`config.mk`:
```
export PLATFORM = sky130hd
export DESIGN_NAME = mem_uart_bridge
export DESIGN_NICKNAME = d
export VERILOG_FILES = /design/src/rtl/mem_uart_bridge_pkg.sv /design/src/rtl/mem_uart_bridge_uart_byte_io.sv /design/src/rtl/mem_uart_bridge.sv
export SDC_FILE = /design/constraint.sdc
export NUM_CORES = 1
export LEC_CHECK = 0
export CORE_AREA = 4 4 156 158
export DETAILED_ROUTE_END_ITERATION = 8
export DIE_AREA = 0 0 160 162
export DONT_BUFFER_PORTS = 1
export GPL_TIMING_DRIVEN = 0
export MAX_ROUTING_LAYER = met4
export PLACE_DENSITY = 0.75
export SETUP_SLACK_MARGIN = 0.05
export SLEW_MARGIN = 20
export SYNTH_ARGS = -nofsm -noshare
export SYNTH_HDL_FRONTEND = slang
export SYNTH_HIERARCHICAL = 1
export SYNTH_SLANG_ARGS = --single-unit
export TNS_END_PERCENT = 50
```
`constraint.sdc`:
```
create_clock -name clk -period 9.1 [get_ports clk]
set_input_delay 1.365 -clock clk [delete_from_list [all_inputs] [get_ports clk]]
set_output_delay 1.365 -clock clk [all_outputs]
set_load 0.03 [all_outputs]
```
`src/rtl/mem_uart_bridge_pkg.sv`:
```
// Shared definitions for the memory-to-UART bridge: widths, frame byte codes, FSM encoding.
package mem_uart_bridge_pkg;

    localparam int unsigned ADDR_W_DEF = 32;
    localparam int unsigned DATA_W_DEF = 64;
    localparam int unsigned RW_LEN_W   = 2;

    localparam logic [7:0] CMD_RD   = 8'h50;
    localparam logic [7:0] CMD_WR   = 8'h60;
    localparam logic [7:0] ACK_BYTE = 8'h06;

    typedef enum logic [2:0] {
        StIdle,
        StTxCmd,
        StTxAddr,
        StTxData,
        StRxData,
        StRxAck,
        StDone,
        StHold
    } bridge_state_e;

    // Index of the final byte of a (1 << len)-byte payload.
    function automatic logic [2:0] last_byte_idx(input logic [RW_LEN_W-1:0] len);
        logic [2:0] idx;
        unique case (len)
            2'd0:    idx = 3'd0;
            2'd1:    idx = 3'd1;
            2'd2:    idx = 3'd3;
            default: idx = 3'd7;
        endcase
        return idx;
    endfunction

endpackage

```
`src/rtl/mem_uart_bridge_uart_byte_io.sv`:
```
// 8N1 byte transmitter (load/ready/busy) and receiver (2-flop sync, mid-bit sampling).
module uart_byte_io #(
    parameter int unsigned CLK_DIV = 434
) (
    input  logic       clk,
    input  logic       rst,
    input  logic       tx_load_i,
    input  logic [7:0] tx_data_i,
    output logic       tx_ready_o,
    output logic       tx_busy_o,
    output logic       tx_o,
    input  logic       rx_i,
    output logic       rx_valid_o,
    output logic [7:0] rx_data_o,
    output logic       rx_frame_err_o
);

    localparam int unsigned DIV_W = $clog2(CLK_DIV);
    localparam logic [DIV_W-1:0] DIV_LAST = DIV_W'(CLK_DIV - 1);
    localparam logic [DIV_W-1:0] DIV_HALF = DIV_W'(CLK_DIV / 2 - 1);

    logic             tx_busy_q;
    logic [DIV_W-1:0] tx_div_q;
    logic [3:0]       tx_bit_q;
    logic [8:0]       tx_shift_q;
    logic             tx_q;
    logic             tx_tick;

    assign tx_tick    = tx_busy_q && (tx_div_q == DIV_LAST);
    // Ready during the final stop-bit cycle so consecutive bytes run back-to-back.
    assign tx_ready_o = !tx_busy_q || (tx_tick && (tx_bit_q == 4'd9));
    assign tx_busy_o  = tx_busy_q;
    assign tx_o       = tx_q;

    always_ff @(posedge clk or posedge rst) begin
        if (rst) begin
            tx_busy_q  <= 1'b0;
            tx_div_q   <= '0;
            tx_bit_q   <= 4'd0;
            tx_shift_q <= 9'h1ff;
            tx_q       <= 1'b1;
        end else if (tx_load_i && tx_ready_o) begin
            tx_busy_q  <= 1'b1;
            tx_div_q   <= '0;
            tx_bit_q   <= 4'd0;
            tx_shift_q <= {1'b1, tx_data_i};
            tx_q       <= 1'b0;
        end else if (tx_busy_q) begin
            if (tx_tick) begin
                tx_div_q <= '0;
                if (tx_bit_q == 4'd9) begin
                    tx_busy_q <= 1'b0;
                end else begin
                    tx_q       <= tx_shift_q[0];
                    tx_shift_q <= {1'b1, tx_shift_q[8:1]};
                    tx_bit_q   <= tx_bit_q + 4'd1;
                end
            end else begin
                tx_div_q <= tx_div_q + 1'b1;
            end
        end
    end

    logic             rx_s1_q, rx_s2_q, rx_prev_q;
    logic             rx_active_q;
    logic [DIV_W-1:0] rx_div_q;
    logic [3:0]       rx_bit_q;
    logic [7:0]       rx_shift_q;
    logic             rx_valid_q;
    logic             rx_ferr_q;

    assign rx_valid_o     = rx_valid_q;
    assign rx_data_o      = rx_shift_q;
    assign rx_frame_err_o = rx_ferr_q;

    always_ff @(posedge clk or posedge rst) begin
        if (rst) begin
            rx_s1_q     <= 1'b1;
            rx_s2_q     <= 1'b1;
            rx_prev_q   <= 1'b1;
            rx_active_q <= 1'b0;
            rx_div_q    <= '0;
            rx_bit_q    <= 4'd0;
            rx_shift_q  <= 8'h00;
            rx_valid_q  <= 1'b0;
            rx_ferr_q   <= 1'b0;
        end else begin
            rx_s1_q    <= rx_i;
            rx_s2_q    <= rx_s1_q;
            rx_prev_q  <= rx_s2_q;
            rx_valid_q <= 1'b0;
            rx_ferr_q  <= 1'b0;
            if (!rx_active_q) begin
                if (rx_prev_q && !rx_s2_q) begin
                    rx_active_q <= 1'b1;
                    rx_div_q    <= '0;
                    rx_bit_q    <= 4'd0;
                end
            end else if (rx_bit_q == 4'd0) begin
                // Re-check the start bit at half-bit to reject glitches.
                if (rx_div_q == DIV_HALF) begin
                    rx_div_q <= '0;
                    if (!rx_s2_q) rx_bit_q <= 4'd1;
                    else          rx_active_q <= 1'b0;
                end else begin
                    rx_div_q <= rx_div_q + 1'b1;
                end
            end else if (rx_div_q == DIV_LAST) begin
                rx_div_q <= '0;
                if (rx_bit_q == 4'd9) begin
                    rx_active_q <= 1'b0;
                    if (rx_s2_q) rx_valid_q <= 1'b1;
                    else         rx_ferr_q  <= 1'b1;
                end else begin
                    rx_shift_q <= {rx_s2_q, rx_shift_q[7:1]};
                    rx_bit_q   <= rx_bit_q + 4'd1;
                end
            end else begin
                rx_div_q <= rx_div_q + 1'b1;
            end
        end
    end

endmodule

```
`src/rtl/mem_uart_bridge.sv`:
```
// MMU memory target that tunnels single read/write requests to a host over an 8N1 UART.
// Define MEM_UART_TIMEOUT_EN to add a response watchdog that pulses err and completes early.
module mem_uart_bridge
    import mem_uart_bridge_pkg::*;
#(
    parameter int unsigned CLK_DIV     = 434,
    parameter int unsigned ADDR_W      = ADDR_W_DEF,
    parameter int unsigned DATA_W      = DATA_W_DEF,
    parameter int unsigned TIMEOUT_CYC = 2000000
) (
    input  logic                clk,
    input  logic                rst,
    input  logic [ADDR_W-1:0]   m_raddr,
    input  logic [RW_LEN_W-1:0] m_rlen,
    input  logic                m_re,
    output logic [DATA_W-1:0]   m_din,
    output logic                m_rack,
    input  logic [ADDR_W-1:0]   m_waddr,
    input  logic [RW_LEN_W-1:0] m_wlen,
    input  logic [DATA_W-1:0]   m_dout,
    input  logic                m_we,
    output logic                m_wack,
    input  logic                uart_rx,
    output logic                uart_tx,
    output logic                err
);

    localparam logic [2:0] ADDR_LAST = 3'(ADDR_W / 8 - 1);

    bridge_state_e         state_q, state_d;
    logic                  is_wr_q, is_wr_d;
    logic [RW_LEN_W-1:0]   len_q, len_d;
    logic [ADDR_W-1:0]     addr_q, addr_d;
    logic [DATA_W-1:0]     wdata_q, wdata_d;
    logic [DATA_W-1:0]     rd_buf_q, rd_buf_d;
    logic [DATA_W-1:0]     din_q, din_d;
    logic [2:0]            byte_cnt_q, byte_cnt_d;

    logic       tx_load, tx_ready, tx_busy;
    logic [7:0] tx_byte;
    logic       rx_valid, rx_frame_err;
    logic [7:0] rx_data;
    logic       rx_timeout;

    uart_byte_io #(
        .CLK_DIV(CLK_DIV)
    ) u_uart (
        .clk           (clk),
        .rst           (rst),
        .tx_load_i     (tx_load),
        .tx_data_i     (tx_byte),
        .tx_ready_o    (tx_ready),
        .tx_busy_o     (tx_busy),
        .tx_o          (uart_tx),
        .rx_i          (uart_rx),
        .rx_valid_o    (rx_valid),
        .rx_data_o     (rx_data),
        .rx_frame_err_o(rx_frame_err)
    );

    logic unused_sigs;
    assign unused_sigs = ^{tx_busy, rx_frame_err};

`ifdef MEM_UART_TIMEOUT_EN
    localparam int unsigned WD_W = $clog2(TIMEOUT_CYC + 1);

    logic [WD_W-1:0] wd_q;
    logic            err_q;
    logic            in_rx;

    assign in_rx      = (state_q == StRxData) || (state_q == StRxAck);
    assign rx_timeout = in_rx && !rx_valid && (wd_q == WD_W'(TIMEOUT_CYC - 1));
    assign err        = err_q;

    always_ff @(posedge clk or posedge rst) begin
        if (rst) begin
            wd_q  <= '0;
            err_q <= 1'b0;
        end else begin
            err_q <= rx_timeout;
            if (!in_rx || rx_valid) wd_q <= '0;
            else if (!rx_timeout)   wd_q <= wd_q + 1'b1;
        end
    end
`else
    logic unused_timeout;
    assign unused_timeout = (TIMEOUT_CYC == 0);
    assign rx_timeout     = 1'b0;
    assign err            = 1'b0;
`endif

    assign m_din = din_q;

    always_comb begin
        state_d    = state_q;
        is_wr_d    = is_wr_q;
        len_d      = len_q;
        addr_d     = addr_q;
        wdata_d    = wdata_q;
        rd_buf_d   = rd_buf_q;
        din_d      = din_q;
        byte_cnt_d = byte_cnt_q;
        tx_load    = 1'b0;
        tx_byte    = 8'h00;
        m_rack     = 1'b0;
        m_wack     = 1'b0;

        unique case (state_q)
            StIdle: begin
                // Write wins when both request lines are up.
                if (m_we) begin
                    is_wr_d    = 1'b1;
                    addr_d     = m_waddr;
                    len_d      = m_wlen;
                    wdata_d    = m_dout;
                    byte_cnt_d = 3'd0;
                    state_d    = StTxCmd;
                end else if (m_re) begin
                    is_wr_d    = 1'b0;
                    addr_d     = m_raddr;
                    len_d      = m_rlen;
                    rd_buf_d   = '0;
                    byte_cnt_d = 3'd0;
                    state_d    = StTxCmd;
                end
            end
            StTxCmd: begin
                if (tx_ready) begin
                    tx_load = 1'b1;
                    tx_byte = (is_wr_q ? CMD_WR : CMD_RD) | {6'b0, len_q};
                    state_d = StTxAddr;
                end
            end
            StTxAddr: begin
                if (tx_ready) begin
                    tx_load = 1'b1;
                    tx_byte = 8'(addr_q >> {byte_cnt_q, 3'b000});
                    if (byte_cnt_q == ADDR_LAST) begin
                        byte_cnt_d = 3'd0;
                        state_d    = is_wr_q ? StTxData : StRxData;
                    end else begin
                        byte_cnt_d = byte_cnt_q + 3'd1;
                    end
                end
            end
            StTxData: begin
                if (tx_ready) begin
                    tx_load = 1'b1;
                    tx_byte = wdata_q[{byte_cnt_q, 3'b000} +: 8];
                    if (byte_cnt_q == last_byte_idx(len_q)) begin
                        byte_cnt_d = 3'd0;
                        state_d    = StRxAck;
                    end else begin
                        byte_cnt_d = byte_cnt_q + 3'd1;
                    end
                end
            end
            StRxData: begin
                if (rx_valid) begin
                    rd_buf_d[{byte_cnt_q, 3'b000} +: 8] = rx_data;
                    if (byte_cnt_q == last_byte_idx(len_q)) begin
                        byte_cnt_d = 3'd0;
                        din_d      = rd_buf_d;
                        state_d    = StDone;
                    end else begin
                        byte_cnt_d = byte_cnt_q + 3'd1;
                    end
                end else if (rx_timeout) begin
                    din_d   = rd_buf_q;
                    state_d = StDone;
                end
            end
            StRxAck: begin
                if ((rx_valid && (rx_data == ACK_BYTE)) || rx_timeout) state_d = StDone;
            end
            StDone: begin
                m_rack  = !is_wr_q;
                m_wack  = is_wr_q;
                state_d = StHold;
            end
            StHold: begin
                // Wait for the serviced line to drop so one request is not taken twice.
                if (is_wr_q ? !m_we : !m_re) state_d = StIdle;
            end
            default: state_d = StIdle;
        endcase
    end

    always_ff @(posedge clk or posedge rst) begin
        if (rst) begin
            state_q    <= StIdle;
            is_wr_q    <= 1'b0;
            len_q      <= '0;
            addr_q     <= '0;
            wdata_q    <= '0;
            rd_buf_q   <= '0;
            din_q      <= '0;
            byte_cnt_q <= 3'd0;
        end else begin
            state_q    <= state_d;
            is_wr_q    <= is_wr_d;
            len_q      <= len_d;
            addr_q     <= addr_d;
            wdata_q    <= wdata_d;
            rd_buf_q   <= rd_buf_d;
            din_q      <= din_d;
            byte_cnt_q <= byte_cnt_d;
        end
    end

endmodule

```
# Yosys cells after proc, flatten, opt, wreduce, memory -nomap -nowiden
# Index checks and enable logic that the tools add are counted.
classes:
  bitwise: 3
  muxes: 91
  n_addsub: 6
  eq_ne: 35
  n_shift: 4
  n_reduce_logical: 30
ops:
  columns: ["cell", "count"]
  rows:
  - ["$mux W64", 3]
  - ["$pmux W64 S2", 1]
  - ["$mux W9", 12]
  - ["$mux W3", 24]
  - ["$bwmux W64", 1]
  - ["$mux W32", 2]
  - ["$shift A8 B8 Y64 const A", 1]
  - ["$shiftx A64 B7 Y8", 1]
  - ["$shiftx A8 B8 Y64", 1]
  - ["$mux W4", 11]
  - ["$shr A32 B6 Y8", 1]
  - ["$mux W1", 27]
  - ["$pmux W3 S8", 1]
  - ["$pmux W8 S3", 1]
  - ["$add A9 B1 Y9 const B", 2]
  - ["$eq A9 B9 Y1 const B", 2]
  - ["$mux W8", 2]
  - ["$ne A2 B2 Y1 const B", 8]
  - ["$ne A3 B3 Y1 const B", 5]
  - ["$eq A3 B3 Y1 const B", 4]
  - ["$pmux W3 S4", 1]
  - ["$reduce_and A10 Y1", 1]
  - ["$reduce_and A5 Y1", 2]
  - ["$reduce_bool A2 Y1", 5]
  - ["29 further kinds", 50]
word_totals:
  register_bits: 283
  elab_cells: 190
  out_inout_bits: 68
  input_bits: 137

# Longest topological paths before layout
# Gate-level depths: netlist of the first run.
logic_depth:
  depth_word: 10
  depth_mapped: 12
  depth_no_buf: 11

# Modules after synthesis
# Netlist of the first run, hierarchy kept.
by_module_without_submodules:
  columns: ["module", "cells_per_inst", "n_inst", "seq_area_each_um2", "area_each_um2"]
  rows:
  - ["mem_uart_bridge", 1002, 1, 5830.6, 10998.0]
  - ["uart_byte_io", 254, 1, 1266.2, 2526.2]

# Least setup slack after synthesis of the first run
# OpenSTA, ideal clock, no wires.
synth_timing:
  path_type: "reg2reg"
  from: "register byte_cnt_q[1]"
  to: "register rd_buf_q[40]"
  t_required_ns: 9.022
  t_arrival_ns: 2.552
  setup_ns: 0.078
  period_less_slack_ns: 2.630
  n_path_buf: 4
  path_slack_ns: 6.470
  stages_incl_launch_ff: 12
  cell_sequence: "dfrtp_1 -> buf_6 -> clkbuf_1 -> inv_1 -> ha_1 -> ha_1 -> clkbuf_1 -> inv_1 -> nand3_2 -> or2_2 -> clkbuf_1 -> o2bb2ai_1"
synth_between:
  elab_chain_len: 5
  elab_cells_between_ends: 6
  cone_classes: "add/sub: 1; shift: 2; mux: 3"
synth_rtl:
  columns: ["element", "line", "source"]
  rows:
  - ["start, declared", "mem_uart_bridge.sv:37", "logic [2:0] byte_cnt_q, byte_cnt_d;"]
  - ["start signal, assigned", "mem_uart_bridge.sv:207", "byte_cnt_q <= byte_cnt_d;"]
  - ["$neg A6 Y8 *", "mem_uart_bridge.sv:160", "rd_buf_d[{byte_cnt_q, 3'b000} +: 8] = rx_data;"]
  - ["$shiftx A8 B8 Y64 / $shift A8 B8 Y64 (equally long branches)", "mem_uart_bridge.sv:160", null]
  - ["$bwmux W64 *", "mem_uart_bridge.sv:160", null]
  - ["$mux W64 *", "mem_uart_bridge.sv:159", "if (rx_valid) begin"]
  - ["$pmux W64 S2 *", "mem_uart_bridge.sv:108", "unique case (state_q)"]
  - ["end signal, assigned", "mem_uart_bridge.sv:205", "rd_buf_q <= rd_buf_d;"]
  - ["end, declared", "mem_uart_bridge.sv:35", "logic [DATA_W-1:0] rd_buf_q, rd_buf_d;"]
# Mark *: on every way between the ends. The rest lies on a longest branch, timed or not. The select of a mux whose other input is x is not followed.
# A chain may end at the register's enable or synchronous reset.

# Final worst setup path of the first run
layout_timing:
  from: "register state_q[0]"
  to: "output m_rack"
layout_between:
  elab_chain_len: 2
layout_rtl:
  columns: ["element", "line", "source"]
  rows:
  - ["start, declared", "mem_uart_bridge.sv:30", "bridge_state_e state_q, state_d;"]
  - ["start signal, assigned", "mem_uart_bridge.sv:191", "state_q <= StIdle;"]
  - ["start signal, assigned", "mem_uart_bridge.sv:200", "state_q <= state_d;"]
  - ["$eq A3 B3 Y1", "mem_uart_bridge.sv:108", null]
  - ["$mux W1", "mem_uart_bridge.sv:108", null]
  - ["end, declared", "mem_uart_bridge.sv:17", "output logic m_rack,"]
# No other way between the ends.

==> results of run 1 <==
final cells by class:
class | instances | share of cell area (%)
Sequential cell | 282 | 47.3
Timing Repair Buffer | 3 | 0.503
Clock buffer | 41 | 5.64
Inverter | 22 | 0.603
Clock inverter | 10 | 0.972
Multi-Input combinational cell | 871 | 39.7
Tap cell | 290 | 2.43
Buffer | 79 | 2.76
Antenna cell | 4 | 0.0670
final timing paths:
kind | startpoint | endpoint | slack, ps | cells past startpoint
setup / recovery | state_q[0] | m_rack | 5640 | 3
hold / removal | u_uart/rx_s1_q | u_uart/rx_s2_q | 360 | 0
setup reg to reg | byte_cnt_q[1] | rd_buf_q[59] | 5740 | 10
hold reg to reg | u_uart/rx_s1_q | u_uart/rx_s2_q | 360 | 0
max in group asynchronous | rst | wdata_q[63] | 7200 | 3
min in group asynchronous | rst | u_uart/rx_div_q[5] | 680 | 1
placed cells by master, fill, tap and decap left out, types with 20 or more instances in the layout:
cell type / count
a21oi_1: 97
a22o_1: 20
a32o_1: 33
buf_2: 27
clkbuf_1: 40
clkbuf_16: 30
dfrtp_1: 270
mux2_2: 65
mux2i_1: 54
mux4_2: 24
nand2_1: 178
nor2_1: 128
o21ai_0: 66
o21ai_1: 23
per-layer routing:
| metal | global-route usage, % | vias to the layer above | part of all wire (%) |
|---|---|---|---|
| met5 | - | - | 0 |
| met4 | 7.67 | 0 | 2.7 |
| met3 | 4.44 | 65 | 6.5 |
| met2 | 43.6 | 353 | 50 |
| met1 | 33.6 | 4808 | 41 |
| li1 | - | 4550 | - |
critical path, delay by kind of cell, from the launching register on:
family        cells  cell delay (ps)
buf+inv           1              230
flops             1              380
simple gates      2              930
sequential cells by signal (all words and copies together) (netlist names), 4 cells and up:
register           count
m_din                 64
rd_buf_q              64
wdata_q               64
addr_q                32
u_uart/rx_div_q        9
u_uart/tx_div_q        9
u_uart/rx_data_o       8
u_uart/tx_shift_q      8
u_uart/rx_bit_q        4
u_uart/tx_bit_q        4
power by group:
part	internal [mW]	switching [mW]
combinational	0.536	0.584
sequential	1.56	0.201
clock	0.728	0.488
==> run_results.csv, run 1 <==
group,metric,value,unit
routing,drtIter0Drc,678,
global_routing,grt_max_degree,108,
routing,via_per_inst,6.10,
logic_synthesis,synth.avg_cell_area,10.8,sq um
pwr,p_total,4.10,mW
logic_synthesis,yosysWarnings,6,
layout,fin_util,64.6,%
place,dp_hpwl,23600,microns
logic_synthesis,syn-cell-area,13500,sq um
floorplanning,start_util,58.4,%
layout,nFillCells,1822,
run_status,status,"finished, final reports clean",
timing,period_share,38.0,%
routing,firstDrtPassIters,5,
place,place_area,13900,sq um
cts,cts.repair.resized,0,
worst_setup_path,arrival,2090,ps
worst_setup_path,critPathLaunchType,"flip-flop",
worst_setup_path,slowest_stage,"and3_1",
timing,fmax,289,MHz
global_routing,overflow,0,
place,pre_cts_slack,5770,ps
timing,hold_violations,0,
hold_path,hold_path_class,"reg -> reg",
job,maxCapViolations,0,
global_routing,grt_pass1_wl,53300,microns
layout,design_area,14900,sq um
timing,slew_viol_final,0,
cts,cts_buffers,30,
timing,setup_tns,0,ps
place,port_buffers,0,
pwr,vdd_drop_max,0.000197,V
timing,rsz0062_at_grt,"false",
worst_setup_path,path_max_fanout,10,
timing,setup_viol,0,
timing,worstMarginPinSlew,820,ps
place,placed_cells_incl_taps,1547,
cts,clock_sinks,282,
timing,setup_ws,5640,ps
routing,num_vias,9776,
floorplanning,rows,56,
worst_setup_path,path_cells,"clkbuf_1, nor2b_1, and3_1",
global_routing,track_usage,26.2,%
cts,post_cts_buffers,0,
layout,register_area,7070,sq um
timing,min_period,3460,ps
pwr,power.density,274,nW/um^2
cts,cts_root_buf,"clkbuf_16",
layout,drive_above_1_share,16.8,%
worst_setup_path,cp-end-kind,"output pin",
place,gp_congestion,0.905,
routing,wl_per_cell,20.6,microns
global_routing,grt_pass1_vias,10088,
layout,nets,1445,
global_routing,antenna_found_initial,4,
cts,clock_latency,560,ps
routing,finalWirelength,33000,microns
floorplanning,core_area,23100,sq um
worst_setup_path,required,7740,ps
worst_setup_path,crit_type,"reg -> out",
routing,ant_nets,0,
cts,cts_tree,"done",
cts,htree_levels,1,
layout,area.growth.synth_to_final,10.7,%
logic_synthesis,syn_inst,1254,
floorplanning,die_x,160,microns
layout,multiInputGateArea,5930,sq um
floorplanning,die-height,162,microns
worst_setup_path,worst_path_largest_cell_delay,500,ps
pwr,leakagePower,6.47,nW
floorplanning,ios,205,
cts,cts_hold_repair.buffers,0,
floorplanning,die-area,25900,sq um
layout,fin_cells,1602,
timing,finClkSkew,15.5,ps
routing,drc,0,
timing,whs,357,ps
cts,clock_path_buffers,3,
timing,slew_headroom,45.3,%
logic_synthesis,syn_nets,1410,
cts,clk_pin_slew_worst_paths,60,ps
Power figures use the tool's default switching activity.
==> inputs of run 2 (changes only) <==
CORE_AREA = 4 4 158 160   (was 4 4 156 158)
DIE_AREA = 0 0 162 164   (was 0 0 160 162)
PLACE_DENSITY = 0.76   (was 0.75)
clock period = 3.1 ns   (was 9.1 ns; I/O delays follow)
==> run_results.csv, run 2 (synthesis results as in run 1) <==
group,metric,value,unit
hold_path,holdPathStages,1,
cts,htree_levels,1,
global_routing,grt_pass1_vias,10026,
layout,area.growth.synth_to_final,12.2,%
pwr,leakagePower,6.56,nW
timing,finClkSkew,16.5,ps
timing,setup_viol,0,
worst_setup_path,required,3550,ps
routing,drc,0,
timing,whs,65.4,ps
timing,slew_viol_final,0,
cts,clock_sinks,282,
worst_setup_path,crit_type,"reg -> reg",
worst_setup_path,reg2reg_to,"rd_buf_q[42]",
layout,register_area,7070,sq um
floorplanning,rows,56,
floorplanning,die_x,162,microns
timing,min_period,2860,ps
layout,final_common_cell,"dfrtp_1",
layout,drive_above_1_share,17.9,%
global_routing,antenna_found_initial,2,
worst_setup_path,cp-end-kind,"flip-flop",
layout,nFillCells,1864,
run_status,status,"finished, final reports clean",
routing,wl_per_cell,20.4,microns
routing,finalWirelength,33400,microns
layout,nets,1451,
place,gp_congestion,0.871,
routing,drtIter0Drc,880,
worst_setup_path,reg2reg_slack,240,ps
timing,fmax,350,MHz
pwr,power.density,800,nW/um^2
routing,ant_nets,0,
layout,layout_common_cells,"dfrtp_1 (270), nand2_1 (178), nor2_1 (126)",
timing,rsz0062_at_grt,"true",
global_routing,track_usage,25.8,%
cts,clock_latency,540,ps
routing,via_per_inst,6.03,
worst_setup_path,rr_startpoint,"byte_cnt_q[1]",
worst_setup_path,reg2reg_depth,10,
place,dp_hpwl,24300,microns
cts,clk_pin_slew_worst_paths,60,ps
cts,cts_tree,"done",
timing,setup_ws,244,ps
global_routing,grt_max_degree,38,
cts,post_cts_buffers,0,
timing,period_share,92.1,%
cts,cts_root_buf,"clkbuf_16",
layout,multiInputGateArea,5930,sq um
floorplanning,ios,205,
cts,cts_buffers,29,
hold_path,min_to,"wdata_q[43]",
cts,clock_path_buffers,3,
floorplanning,start_util,57.7,%
timing,hold_violations,0,
worst_setup_path,path_max_fanout,10,
worst_setup_path,critPathLaunchType,"flip-flop",
routing,firstDrtPassIters,6,
hold_path,hold_path_class,"in -> reg",
job,maxCapViolations,0,
worst_setup_path,arrival,3310,ps
pwr,p_total,12.1,mW
pwr,vdd_drop_max,0.000670,V
global_routing,overflow,0,
timing,setup_tns,0,ps
hold_path,holdCritStartpoint,"m_dout[43]",
place,pre_cts_slack,-168,ps
floorplanning,die-height,164,microns
global_routing,grt_pass1_wl,53400,microns
place,port_buffers,0,
routing,num_vias,9881,
timing,slew_headroom,48.6,%
timing,worstMarginPinSlew,769,ps
floorplanning,core_area,23400,sq um
floorplanning,die-area,26600,sq um
==> run 2: repair_timing <==
| action | 4_1_cts | 5_1_grt |
|---|---|---|
| gates resized for setup | 2 | 6 |
| endpoints found under the hold margin | 39 | 0 |
| endpoints found under the setup margin | 97 | 83 |
| pin swaps | 0 | 1 |
| hold buffers | 2 | 0 |
==> run 2: how the worst max path moves through the flow <==
stage,from,end,slack (ps),cells after the start
3_3_place_gp,rst,wdata_q[44],-1630,1
5_1_grt,byte_cnt_q[1],rd_buf_q[42],50,10
3_5_place_dp,byte_cnt_q[1],rd_buf_q[42],-170,11
2_1_floorplan,rst,addr_q[0],-410,1
4_1_cts,byte_cnt_q[1],rd_buf_q[44],60,11
6_report,byte_cnt_q[1],rd_buf_q[42],240,10
==> run 2: per-layer routing <==
| metal | part of all wire, % | routed length, microns | track usage [%] | vias to the layer above |
|---|---|---|---|---|
| met5 | 0 | 0 | - | - |
| met2 | 50 | 16800 | 43.9 | 352 |
| met4 | 2.2 | 750 | 6.92 | 0 |
| li1 | - | - | - | 4557 |
| met3 | 7.0 | 2350 | 4.82 | 47 |
| met1 | 40 | 13500 | 32.2 | 4925 |
==> run 2: area by class of cell <==
class                      instances  share of cell area (%)
clock buffer                      37                    5.39
sequential                       282                    46.7
multi-input combinational        871                    39.2
clock inverter                    16                    1.27
timing repair buffer              11                    1.47
antenna                            2                  0.0330
inverter                          22                   0.570
buffer                            78                    2.75
tap                              319                    2.64
==> run 2: stage by stage <==
step	area (sq um)	instances	utilization [%]
CTS	15100	1637	64.7
floorplan	13500	1254	-
global placement	13900	1573	59.4
detailed placement	14100	1582	60.3
global route	15100	1638	64.7
finish	15100	1638	64.7
==> run 2: power by group <==
group          leakage [nW]  internal, mW  switching [mW]
logic                  2.45          1.60            1.71
clock network         0.500          2.19            1.43
registers              3.62          4.58           0.598
total                  6.56          8.37            3.75
==> run 2: worst max-delay path, cell delays in order (launching register included) <==
cell and delay, ps:
dfrtp_1 470, buf_6 200, clkbuf_4 250, inv_1 90, ha_1 210, ha_1 370
inv_1 220, nand3_2 240, or2_2 330, clkbuf_1 200, o2bb2ai_1 190
==> inputs of run 3 (changes only) <==
SLEW_MARGIN = unset   (was 20)
==> run_results.csv, run 3 (synthesis results as in run 1) <==
group,metric,value,unit
worst_setup_path,path_max_fanout,10,
timing,worstMarginPinSlew,860,ps
worst_setup_path,arrival,3310,ps
layout,nets,1449,
global_routing,grt_pass1_wl,53800,microns
place,dp_hpwl,24200,microns
routing,drc,0,
cts,cts_root_buf,"clkbuf_16",
floorplanning,die-area,26600,sq um
run_status,status,"finished, final reports clean",
cts,clock_sinks,282,
routing,ant_nets,0,
timing,period_share,91.9,%
worst_setup_path,crit_type,"reg -> reg",
pwr,switching_share,31.0,%
timing,slew_viol_final,0,
layout,layout_common_cells,"dfrtp_1 (270), nand2_1 (178), nor2_1 (126)",
global_routing,track_usage,26.0,%
timing,whs,57.9,ps
cts,clk_pin_slew_worst_paths,70,ps
routing,finalWirelength,33600,microns
global_routing,gr-usage-met2,44.0,%
global_routing,overflow,0,
global_routing,grt-busiest-layer,"met2",
timing,hold_violations,0,
routing,wl_per_cell,20.5,microns
timing,fmax,351,MHz
hold_path,hold_path_class,"in -> reg",
hold_path,holdCritStartpoint,"m_dout[9]",
floorplanning,rows,56,
routing,drtIter0Drc,792,
place,port_buffers,0,
layout,area.growth.synth_to_final,11.7,%
pwr,vdd_drop_max,0.000571,V
pwr,intPower,8.34,mW
timing,finClkSkew,14.5,ps
floorplanning,start_util,57.7,%
worst_setup_path,crit_start,"byte_cnt_q[1]",
timing,setup_viol,0,
worst_setup_path,cp-end-kind,"flip-flop",
worst_setup_path,required,3560,ps
pwr,combPwrFrac,27.3,%
timing,min_period,2850,ps
worst_setup_path,rr_startpoint,"byte_cnt_q[1]",
global_routing,globalRouteMet1Util,32.7,%
job,maxCapViolations,0,
cts,htree_levels,1,
layout,drive_above_1_share,17.8,%
cts,post_cts_buffers,0,
pwr,power_frac_seq,42.8,%
layout,final_common_cell,"dfrtp_1",
global_routing,antenna_found_initial,4,
place,gp_congestion,0.871,
timing,slew_headroom,42.6,%
pwr,power.density,802,nW/um^2
layout,fin_cells,1637,
global_routing,grt_pass1_vias,10129,
floorplanning,core_area,23400,sq um
cts,clock_latency,550,ps
floorplanning,die-height,164,microns
routing,firstDrtPassIters,5,
floorplanning,die_x,162,microns
timing,rsz0062_at_grt,"true",
pwr,clkPwrFrac,29.9,%
global_routing,grt.met3_usage,4.34,%
pwr,leakagePower,6.52,nW
floorplanning,ios,205,
cts,cts_buffers,29,
pwr,switching_power,3.75,mW
pwr,p_total,12.1,mW
worst_setup_path,critPathLaunchType,"flip-flop",
global_routing,grt_max_degree,46,
cts,cts_tree,"done",
cts,clock_path_buffers,3,
routing,via_per_inst,6.02,
routing,num_vias,9856,
place,placed_cells_incl_taps,1580,
==> run 3: cell types whose count changed in the layout (fill, tap and decap cells not counted) <==
cell	before	now
clkbuf_1	33	32
clkinv_2	8	7
clkbuf_2	4	5
buf_12	6	7
clkinvlp_4	3	4
diode_2	2	4
buf_16	3	0
clkbuf_8	6	5
==> run 3: layout make-up <==
cell class                      instances  area (sq um)
Buffer                                 78           418
Multi-Input combinational cell        871          5930
Fill cell                            1907          8330
Tap cell                              319           399
Clock inverter                         16           195
Sequential cell                       282          7070
Timing Repair Buffer                    9           160
Inverter                               22          86.3
Antenna cell                            4          10.0
Clock buffer                           36           802
==> run 3: timing repair <==
action                                  CTS  global route
resized for setup                         2             8
gates cloned                              0             0
pin swaps                                 0             0
endpoints found under the setup margin   99            86
hold buffers                              2             0
endpoints found under the hold margin    52             0
==> run 3: final timing paths <==
check | to | slack [ps] | cells past startpoint
setup / recovery | rd_buf_q[42] | 250 | 10
hold / removal | wdata_q[9] | 60 | 1
setup reg to reg | rd_buf_q[42] | 250 | 10
hold reg to reg | u_uart/rx_s2_q | 350 | 0
max in group asynchronous | wdata_q[36] | 1750 | 5
min in group asynchronous | m_din[45] | 350 | 2
==> run 3: per-layer routing <==
| layer | routed length (microns) | share of wire, % |
|---|---|---|
| met2 | 16900 | 50 |
| met4 | 824 | 2.5 |
| met1 | 13400 | 40 |
| met3 | 2400 | 7.1 |
| met5 | 0 | 0 |
==> run 3: worst max-delay path: stages, from the launching register on <==
cell	delay, ps
dfrtp_1	470
buf_6	200
clkbuf_4	260
inv_1	80
ha_1	200
ha_1	370
inv_1	220
nand3_2	240
or2_2	330
clkbuf_1	190
o2bb2ai_1	190
==> run 3: per-stage QoR <==
step	setup TNS (ps)	util, %	instance area (sq um)	setup WS [ps]
global placement	-374850	59.4	13900	-1630
finish	0	64.4	15100	252
floorplan	-96680	-	13500	-415
CTS	0	64.3	15100	56.5
detailed placement	-6820	60.0	14000	-190
global route	0	64.4	15100	31.1
==> run 3: power by group through the flow <==
stage	sequential, mW	combinational (mW)	clock (mW)
3_5_place_dp	5.21	3.27	0
2_1_floorplan	5.02	2.62	0
6_report	5.18	3.30	3.61
5_1_grt	5.27	3.63	3.84
3_3_place_gp	5.15	3.15	0
4_1_cts	5.16	3.30	3.68
